==> src/rtl/shift_arb_pkg.sv <==
// Shared types and widths for the shift arbiter and its datapath core.
// Build option SHIFT_ARB_SLL_EN adds the left-shift operation.
package shift_arb_pkg;

   localparam int unsigned DATA_W = 32;
   localparam int unsigned SH_W   = 5;

   typedef enum logic [1:0] {
      OP_SRL = 2'd0,
      OP_SRA = 2'd1,
      OP_SLL = 2'd2
   } shift_op_e;

endpackage

==> src/rtl/shift_core.sv <==
// Combinational 32-bit shifter: SRL/SRA, plus SLL when SHIFT_ARB_SLL_EN is defined.
// Without the macro no left shifter is built.
module shift_core
   import shift_arb_pkg::*;
(
   input  logic [DATA_W-1:0] tg_i,
   input  logic [SH_W-1:0]   sh_i,
   input  shift_op_e         op_i,
   output logic [DATA_W-1:0] res_o
);

   always_comb begin
      res_o = tg_i >> sh_i;
      case (op_i)
         OP_SRA:  res_o = $unsigned($signed(tg_i) >>> sh_i);
`ifdef SHIFT_ARB_SLL_EN
         OP_SLL:  res_o = tg_i << sh_i;
`endif
         default: res_o = tg_i >> sh_i;
      endcase
   end

endmodule

==> src/rtl/shift_arbiter.sv <==
// Round-robin shared right-shift unit with a single registered, id-tagged response slot.
// Defining SHIFT_ARB_SLL_EN adds the req_left port and the SLL operation.
module shift_arbiter
   import shift_arb_pkg::*;
#(
   parameter int unsigned NREQ = 2,
   parameter int unsigned IDW  = (NREQ > 1) ? $clog2(NREQ) : 1
) (
   input  logic                     clk,
   input  logic                     rst_n,
   input  logic [NREQ-1:0]          req_valid,
   output logic [NREQ-1:0]          req_ready,
   input  logic [NREQ-1:0]          req_arith,
   input  logic [NREQ*DATA_W-1:0]   req_tg,
   input  logic [NREQ*SH_W-1:0]     req_sh,
`ifdef SHIFT_ARB_SLL_EN
   input  logic [NREQ-1:0]          req_left,
`endif
   output logic                     rsp_valid,
   output logic [IDW-1:0]           rsp_id,
   output logic [DATA_W-1:0]        rsp_res,
   input  logic                     rsp_ready
);

   logic              rsp_valid_q, rsp_valid_d;
   logic [IDW-1:0]    rsp_id_q, rsp_id_d;
   logic [DATA_W-1:0] rsp_res_q, rsp_res_d;
   logic [IDW-1:0]    last_grant_q, last_grant_d;

   logic              grant_found;
   logic [IDW-1:0]    grant_id;
   logic [IDW-1:0]    cand;
   logic              slot_free;
   logic              accept;
   logic [DATA_W-1:0] sel_tg;
   logic [SH_W-1:0]   sel_sh;
   shift_op_e         sel_op;
   logic [DATA_W-1:0] core_res;

   // Rotating priority: scan starts just after the last granted requester.
   always_comb begin
      grant_found = 1'b0;
      grant_id    = '0;
      cand        = '0;
      for (int unsigned i = 1; i <= NREQ; i++) begin
         cand = IDW'((32'(last_grant_q) + i) % NREQ);
         if (!grant_found && req_valid[cand]) begin
            grant_found = 1'b1;
            grant_id    = cand;
         end
      end
   end

   assign slot_free = !rsp_valid_q || rsp_ready;

   always_comb begin
      req_ready = '0;
      if (rst_n && grant_found && slot_free) begin
         req_ready[grant_id] = 1'b1;
      end
   end

   assign accept = |req_ready;

   always_comb begin
      sel_tg = '0;
      sel_sh = '0;
      sel_op = OP_SRL;
      for (int unsigned i = 0; i < NREQ; i++) begin
         if (grant_id == i[IDW-1:0]) begin
            sel_tg = req_tg[DATA_W*i +: DATA_W];
            sel_sh = req_sh[SH_W*i +: SH_W];
            sel_op = req_arith[i] ? OP_SRA : OP_SRL;
`ifdef SHIFT_ARB_SLL_EN
            if (req_left[i]) begin
               sel_op = OP_SLL;
            end
`endif
         end
      end
   end

   shift_core u_shift_core (
      .tg_i  (sel_tg),
      .sh_i  (sel_sh),
      .op_i  (sel_op),
      .res_o (core_res)
   );

   always_comb begin
      rsp_valid_d  = rsp_valid_q;
      rsp_id_d     = rsp_id_q;
      rsp_res_d    = rsp_res_q;
      last_grant_d = last_grant_q;
      if (accept) begin
         rsp_valid_d  = 1'b1;
         rsp_id_d     = grant_id;
         rsp_res_d    = core_res;
         last_grant_d = grant_id;
      end else if (rsp_ready) begin
         rsp_valid_d  = 1'b0;
      end
   end

   always_ff @(posedge clk) begin
      if (!rst_n) begin
         rsp_valid_q  <= 1'b0;
         rsp_id_q     <= '0;
         rsp_res_q    <= '0;
         last_grant_q <= IDW'(NREQ - 1);
      end else begin
         rsp_valid_q  <= rsp_valid_d;
         rsp_id_q     <= rsp_id_d;
         rsp_res_q    <= rsp_res_d;
         last_grant_q <= last_grant_d;
      end
   end

   assign rsp_valid = rsp_valid_q;
   assign rsp_id    = rsp_id_q;
   assign rsp_res   = rsp_res_q;

endmodule
==> config.mk <==
export PLATFORM = sky130hd
export DESIGN_NAME = shift_arbiter
export DESIGN_NICKNAME = d
export VERILOG_FILES = /design/src/rtl/shift_arb_pkg.sv /design/src/rtl/shift_core.sv /design/src/rtl/shift_arbiter.sv
export SDC_FILE = /design/constraint.sdc
export NUM_CORES = 1
export LEC_CHECK = 0
export ABC_CLOCK_PERIOD_IN_PS = 6000
export CAP_MARGIN = 30
export CORE_UTILIZATION = 30
export CTS_CLUSTER_SIZE = 24
export DETAILED_ROUTE_END_ITERATION = 12
export GPL_TIMING_DRIVEN = 0
export PLACE_DENSITY_LB_ADDON = 0.3
export RECOVER_POWER = 100
export SYNTH_ARGS = -nofsm -noshare
export SYNTH_HDL_FRONTEND = slang
export SYNTH_SLANG_ARGS = --single-unit
==> constraint.sdc <==
create_clock -name clk -period 6 [get_ports clk]
set_clock_uncertainty 0.05 [all_clocks]
set_input_delay 1.8 -clock clk [delete_from_list [all_inputs] [get_ports clk]]
set_output_delay 1.8 -clock clk [all_outputs]
set_load 0.005 [all_outputs]
Yosys cells after proc, flatten, opt, wreduce, memory -nomap -nowiden:

Cells that the tools add are included.

* flip-flop bits (word level): 35
* input bits: 81
* output and inout bits: 36
* word-level logic and storage cells: 41

* $add $sub $neg: 2
* order comparisons: 4
* equality and inequality tests: 1
* shifts and indexed selects: 2
* multiplexer cells: 19
* reduce and logical (&&, ||, !) cells: 9

Operators by type and width (count)
* $mux W32: 2
* $shr A32 B5 Y32: 1
* $sshr A32 B5 Y32: 1
* $mux W1: 14
* $lt A1 B2 Y1 const B: 3
* $mux W5: 1
* $logic_and A1 B1 Y1: 4
* $add A1 B1 Y1 const B: 2
* $logic_not A1 Y1: 2
* $mux W2: 1
* $reduce_bool A2 Y1: 1
* $reduce_or A2 Y1: 1
* $demux W1 S1: 1
* $eq A1 B1 Y1 const B: 1
* $ge A1 B1 Y1 const B: 1
* $logic_or A1 B1 Y1: 1

Logic depth before layout (Yosys ltp):

* depth in word-level cells: 14
* depth in mapped cells: 11
* mapped depth without buffers: 7

Modules after synthesis:

Synthesis repeated with hierarchy kept, for this count alone.

* cells, all modules: 445
* area, all modules: 4120.2 µm²

Modules (own cells, without submodules)
* shift_core: instances 1, cells each 253, area each 2247.2 µm², sequential area each 0.0 µm²
* shift_arbiter: instances 1, cells each 192, area each 1873.0 µm², sequential area each 700.7 µm²

Worst setup path before layout:

No wires, ideal clock.

* kind: input to output
* start: in req_valid[1]
* end: out req_ready[1]
* data arrival time: 2734 ps
* required time: 4150 ps
* slack: 1416 ps
* stages: 6
* cell sequence: a21bo_1 > buf_6 > buf_6 > buf_2 > buf_2 > nor2_1

* longest elaborated chain between the ends: 11

Ends and longest elaborated chain
* start: declaration: RTL line shift_arbiter.sv:11 `input logic [NREQ-1:0] req_valid,`
* $mux W1 (implied by the code) (2 in a row): RTL line shift_arbiter.sv:47 `if (!grant_found && req_valid[cand]) begin`
* $mux W1: RTL line shift_arbiter.sv:47
* $logic_not A1 Y1: RTL line shift_arbiter.sv:47
* $logic_and A1 B1 Y1: RTL line shift_arbiter.sv:47
* $mux W1: RTL line shift_arbiter.sv:47
* $lt A1 B2 Y1 (implied by the code) or $ge A1 B1 Y1 (tied branches): RTL line shift_arbiter.sv:59 `req_ready[grant_id] = 1'b1;`
* $logic_and A1 B1 Y1 (implied by the code): RTL line shift_arbiter.sv:59
* $mux W1 (implied by the code): RTL line shift_arbiter.sv:59
* $demux W1 S1: RTL line shift_arbiter.sv:59
* $mux W2 (*): RTL line shift_arbiter.sv:58 `if (rst_n && grant_found && slot_free) begin`
* end: declaration: RTL line shift_arbiter.sv:12 `output logic [NREQ-1:0] req_ready,`

Every way passes the cells marked *; elsewhere a longest branch is shown, timed or not. The select of a mux whose other input is x is not followed.

Final worst setup path:

* start: in req_valid[0]
* end: out req_ready[1]

The elaborated chain is that of the path after synthesis.

==> metrics.md <==
| Metric | Value |
|---|---|
| Buffers plus inverters on the worst setup path | `6` |
| Area of the multi-input gates | `0.003546 mm2` |
| Clk buf depth | `2` |
| Final core occ | `0.4094` |
| Sw Ratio | `0.3919` |
| Seq/Total Area, Yosys | `0.1528` |
| CTS tree | `built` |
| Psw | `0.0004258 W` |
| Final min period | `5.880 ns` |
| Via Count | `5161` |
| Pin count of the biggest net entering global routing | `12` |
| Syn Nets | `617` |
| Clock power frac | `0.232` |
| Pleak | `2.410 nW` |
| Setup Slack @ Placement | `-0.2898 ns` |
| WS Path Type | `in -> out` |
| Die width | `125.6 um` |
| Detail Route Antenna Nets | `0` |
| Worst min-delay path category | `reg -> reg` |
| Routed WL | `19.21 mm` |
| CP max stage delay | `0.59 ns` |
| GRT Residual Overflow | `0` |
| Slowest-stage cell, CP | `clkdlybuf4s50_1` |
| Primary FF master, synth | `dfxtp_1` |
| EDFF count, synth | `0` |
| Clk_lat worst skew | `0.28 ns` |
| Yosys top cell area share | `0.1812` |
| Pwr Total | `0.001087 W` |
| Failing checks | `design-rule violations` |
| Die Area | `0.01578 mm2` |
| Ranking of synthesized cells by area | `mux2i_1 18%, dfxtp_1 15%, mux4_2 11%` |
| Yosys warning count | `0` |
| Post-layout instance area | `0.006018 mm2` |
| Setup repair after global routing missed its margin | `no` |
| Worst Setup Start Kind | `primary input` |
| Internal Power | `0.0006608 W` |
| Sink Count | `35` |
| #FFs+latches synth | `35` |
| Fillers | `1471` |
| DR vias/cell | `6.159` |
| Drt wl/cell | `22.92 um` |
| Post-synth top cells | `83 x mux2i_1, 69 x nand2_1, 35 x dfxtp_1, 35 x nor2_1, 29 x a21oi_1` |
| Final setup viols | `0` |
| Seq pwr share | `0.254` |
| Max-cap check violation count | `0` |
| GR Util All Layers | `0.2461` |
| GPL Wtd Cong | `0.9527` |
| Fin. max-slew vios | `0` |
| Share of synthesized registers carrying an async set or reset | `0` |
| CTS buffer count | `5` |
| Slew margin rel. | `0.2545` |
| FMAX | `170.1 MHz` |
| Clk root buf | `clkbuf_16` |
| CP cell instances | `clkdlybuf4s50_1, a21bo_1, buf_6, buf_6, buf_2, clkbuf_4, nor2_1, clkdlybuf4s50_1` |
| CP Capture Type | `output pin` |
| Yosys top cell by area | `mux2i_1` |
| First-pass GRT wire length | `30.27 mm` |
| Die Y | `125.6 um` |
| Avg Inst Size Synth | `8.553 um2` |
| Count leader, synth | `mux2i_1` |
| # nets final | `734` |
| Actual slew at the worst max-slew pin | `1.087 ns` |
| P per Cell Area | `180.6 mW/mm2` |
| Post-cts hold buffer count | `0` |
| Cell family with most CP delay | `buffers and inverters` |
| Row cnt | `44` |
| Reg clk slew, reported paths | `0.05 ns` |
| Synth Cell Area | `0.004584 mm2` |
| Synthesis-to-finish area growth | `31.28%` |
| Area of the core | `0.01470 mm2` |
| Setup slack after layout | `0.1200 ns` |
| Starting Density | `0.3119` |
| Cells after Synth | `536` |
| CTS H-Tree Depth | `2` |
| Initial antenna violation count | `0` |
| Placement Cell Area | `0.005916 mm2` |
| CP required | `4.15 ns` |
| Number of global-route vias before repair | `5243` |
| Register area | `700.7 um2` |
| Drt drc | `7` |
| Layout cells sized above 1 | `0.1590` |
| Combinational cell fraction of total power | `0.514` |
| Pre-antenna DRT Iters | `9` |
| Status | `finished with violations` |
| Ant diodes | `0` |
| Tcrit/Tclk final | `0.9800` |
| Hpwl dp | `15.44 mm` |
| 1st-iter DRT viols | `452` |
| CP max FO | `10` |
| Worst EP arrival | `4.03 ns` |
| Cell variety after synth | `66` |
| PortBufs | `110` |
| Setup_tns | `0 ns` |
| I/O pin count | `117` |
| Worst vdd ir | `0.00009378 V` |
| Hold Violations, Final | `0` |
==> area by class of cell <==
| cell class | instances | area share |
|---|---|---|
| plain buffers | 51 | 0.04990 |
| clock buffers | 5 | 0.02079 |
| clock inverters | 3 | 0.002495 |
| multi-input cells | 450 | 0.5892 |
| flip-flops and latches | 35 | 0.1164 |
| well taps | 184 | 0.03825 |
| repair buffers | 110 | 0.1830 |
==> per-layer routing <==
layer	wire length, um	track usage	share of wire	vias to the layer above
met5	0	0	0	-
met4	609	0.09039	0.032	0
met3	1621	0.04376	0.084	48
met2	8726	0.3980	0.45	297
met1	8248	0.3273	0.43	2516
li1	-	-	-	2300
==> power by group through the flow <==
stage | sequential [W] | clock [W] | combinational, W
after global placement | 0.000281 | 0 | 0.000565
after CTS | 0.000277 | 0.000256 | 0.000568
final | 0.000276 | 0.000252 | 0.000558
after detailed placement | 0.000282 | 0 | 0.000565
after global routing | 0.000279 | 0.000270 | 0.000599
after floorplan | 0.000281 | 0 | 0.000326
==> cell families (layout without fill, tap and decap cells) <==
group | Yosys count | in the layout | synth area share
muxes | 143 | 143 | 0.4028
and+or+nand+nor | 156 | 156 | 0.1539
AOI/OAI and AO/OA | 151 | 151 | 0.2254
buffers and inverters | 51 | 169 | 0.06496
DFF | 35 | 35 | 0.1528
==> worst register-to-register path, stage by stage (launching register included) <==
cell and delay, ns:
dfxtp_1 0.34, a21boi_4 0.25, mux2i_1 0.93, clkbuf_1 0.54, mux2i_1 0.26, mux2i_1 0.14
o21ai_0 0.29, o2111ai_1 0.18, a32o_1 0.26
==> sequential cells by signal, summed over array words and instances, names as in the netlist <==
name          count
last_grant_q      1
rsp_id            1
rsp_res          32
rsp_valid         1
==> per-stage QoR <==
stage	hold slack, ns	instances
after CTS	0.4000	838
after floorplan	0.3920	536
after detailed placement	0.3922	830
after global routing	0.4287	838
after global placement	0.3913	830
final	0.3933	838
==> final timing paths <==
kind                              startpoint            to  slack (ns)  depth (start not counted)
worst min-delay path             rsp_res[20]   rsp_res[20]        0.39                          2
worst max register to register  last_grant_q   rsp_res[10]        2.65                          8
worst max-delay path            req_valid[0]  req_ready[1]        0.12                          8
worst min register to register   rsp_res[20]   rsp_res[20]        0.39                          2
==> layout by cell type, fill, tap and decap left out, types with 4 or more instances in the layout <==
cell	synthesis	final
o22ai_1	4	4
buf_2	23	18
mux2_2	24	24
nand2b_1	4	4
dfxtp_1	35	35
o21a_1	4	4
a211oi_1	12	12
a21oi_1	29	29
nand2_1	69	69
a311oi_1	3	4
mux2i_1	83	87
o21ai_1	18	9
a31oi_1	5	5
clkdlybuf4s50_1	0	75
clkbuf_1	11	13
o211ai_1	9	9
dlygate4sd3_1	0	35
a32o_1	6	6
mux4_2	23	23
nand3_1	10	10
nor3_1	12	12
o21ai_0	21	30
buf_4	9	9
o2111ai_1	4	4
clkbuf_16	0	5
nand4_1	4	4
nor2_1	35	34
buf_6	5	5
nor2b_1	6	6
o31ai_1	4	4
==> repair_timing <==
item,in CTS,in global routing
endpoints found under the setup margin,2,2
buffers inserted,0,0
gates resized for setup,2,4
No activity file was read; power rests on OpenSTA's default activity.
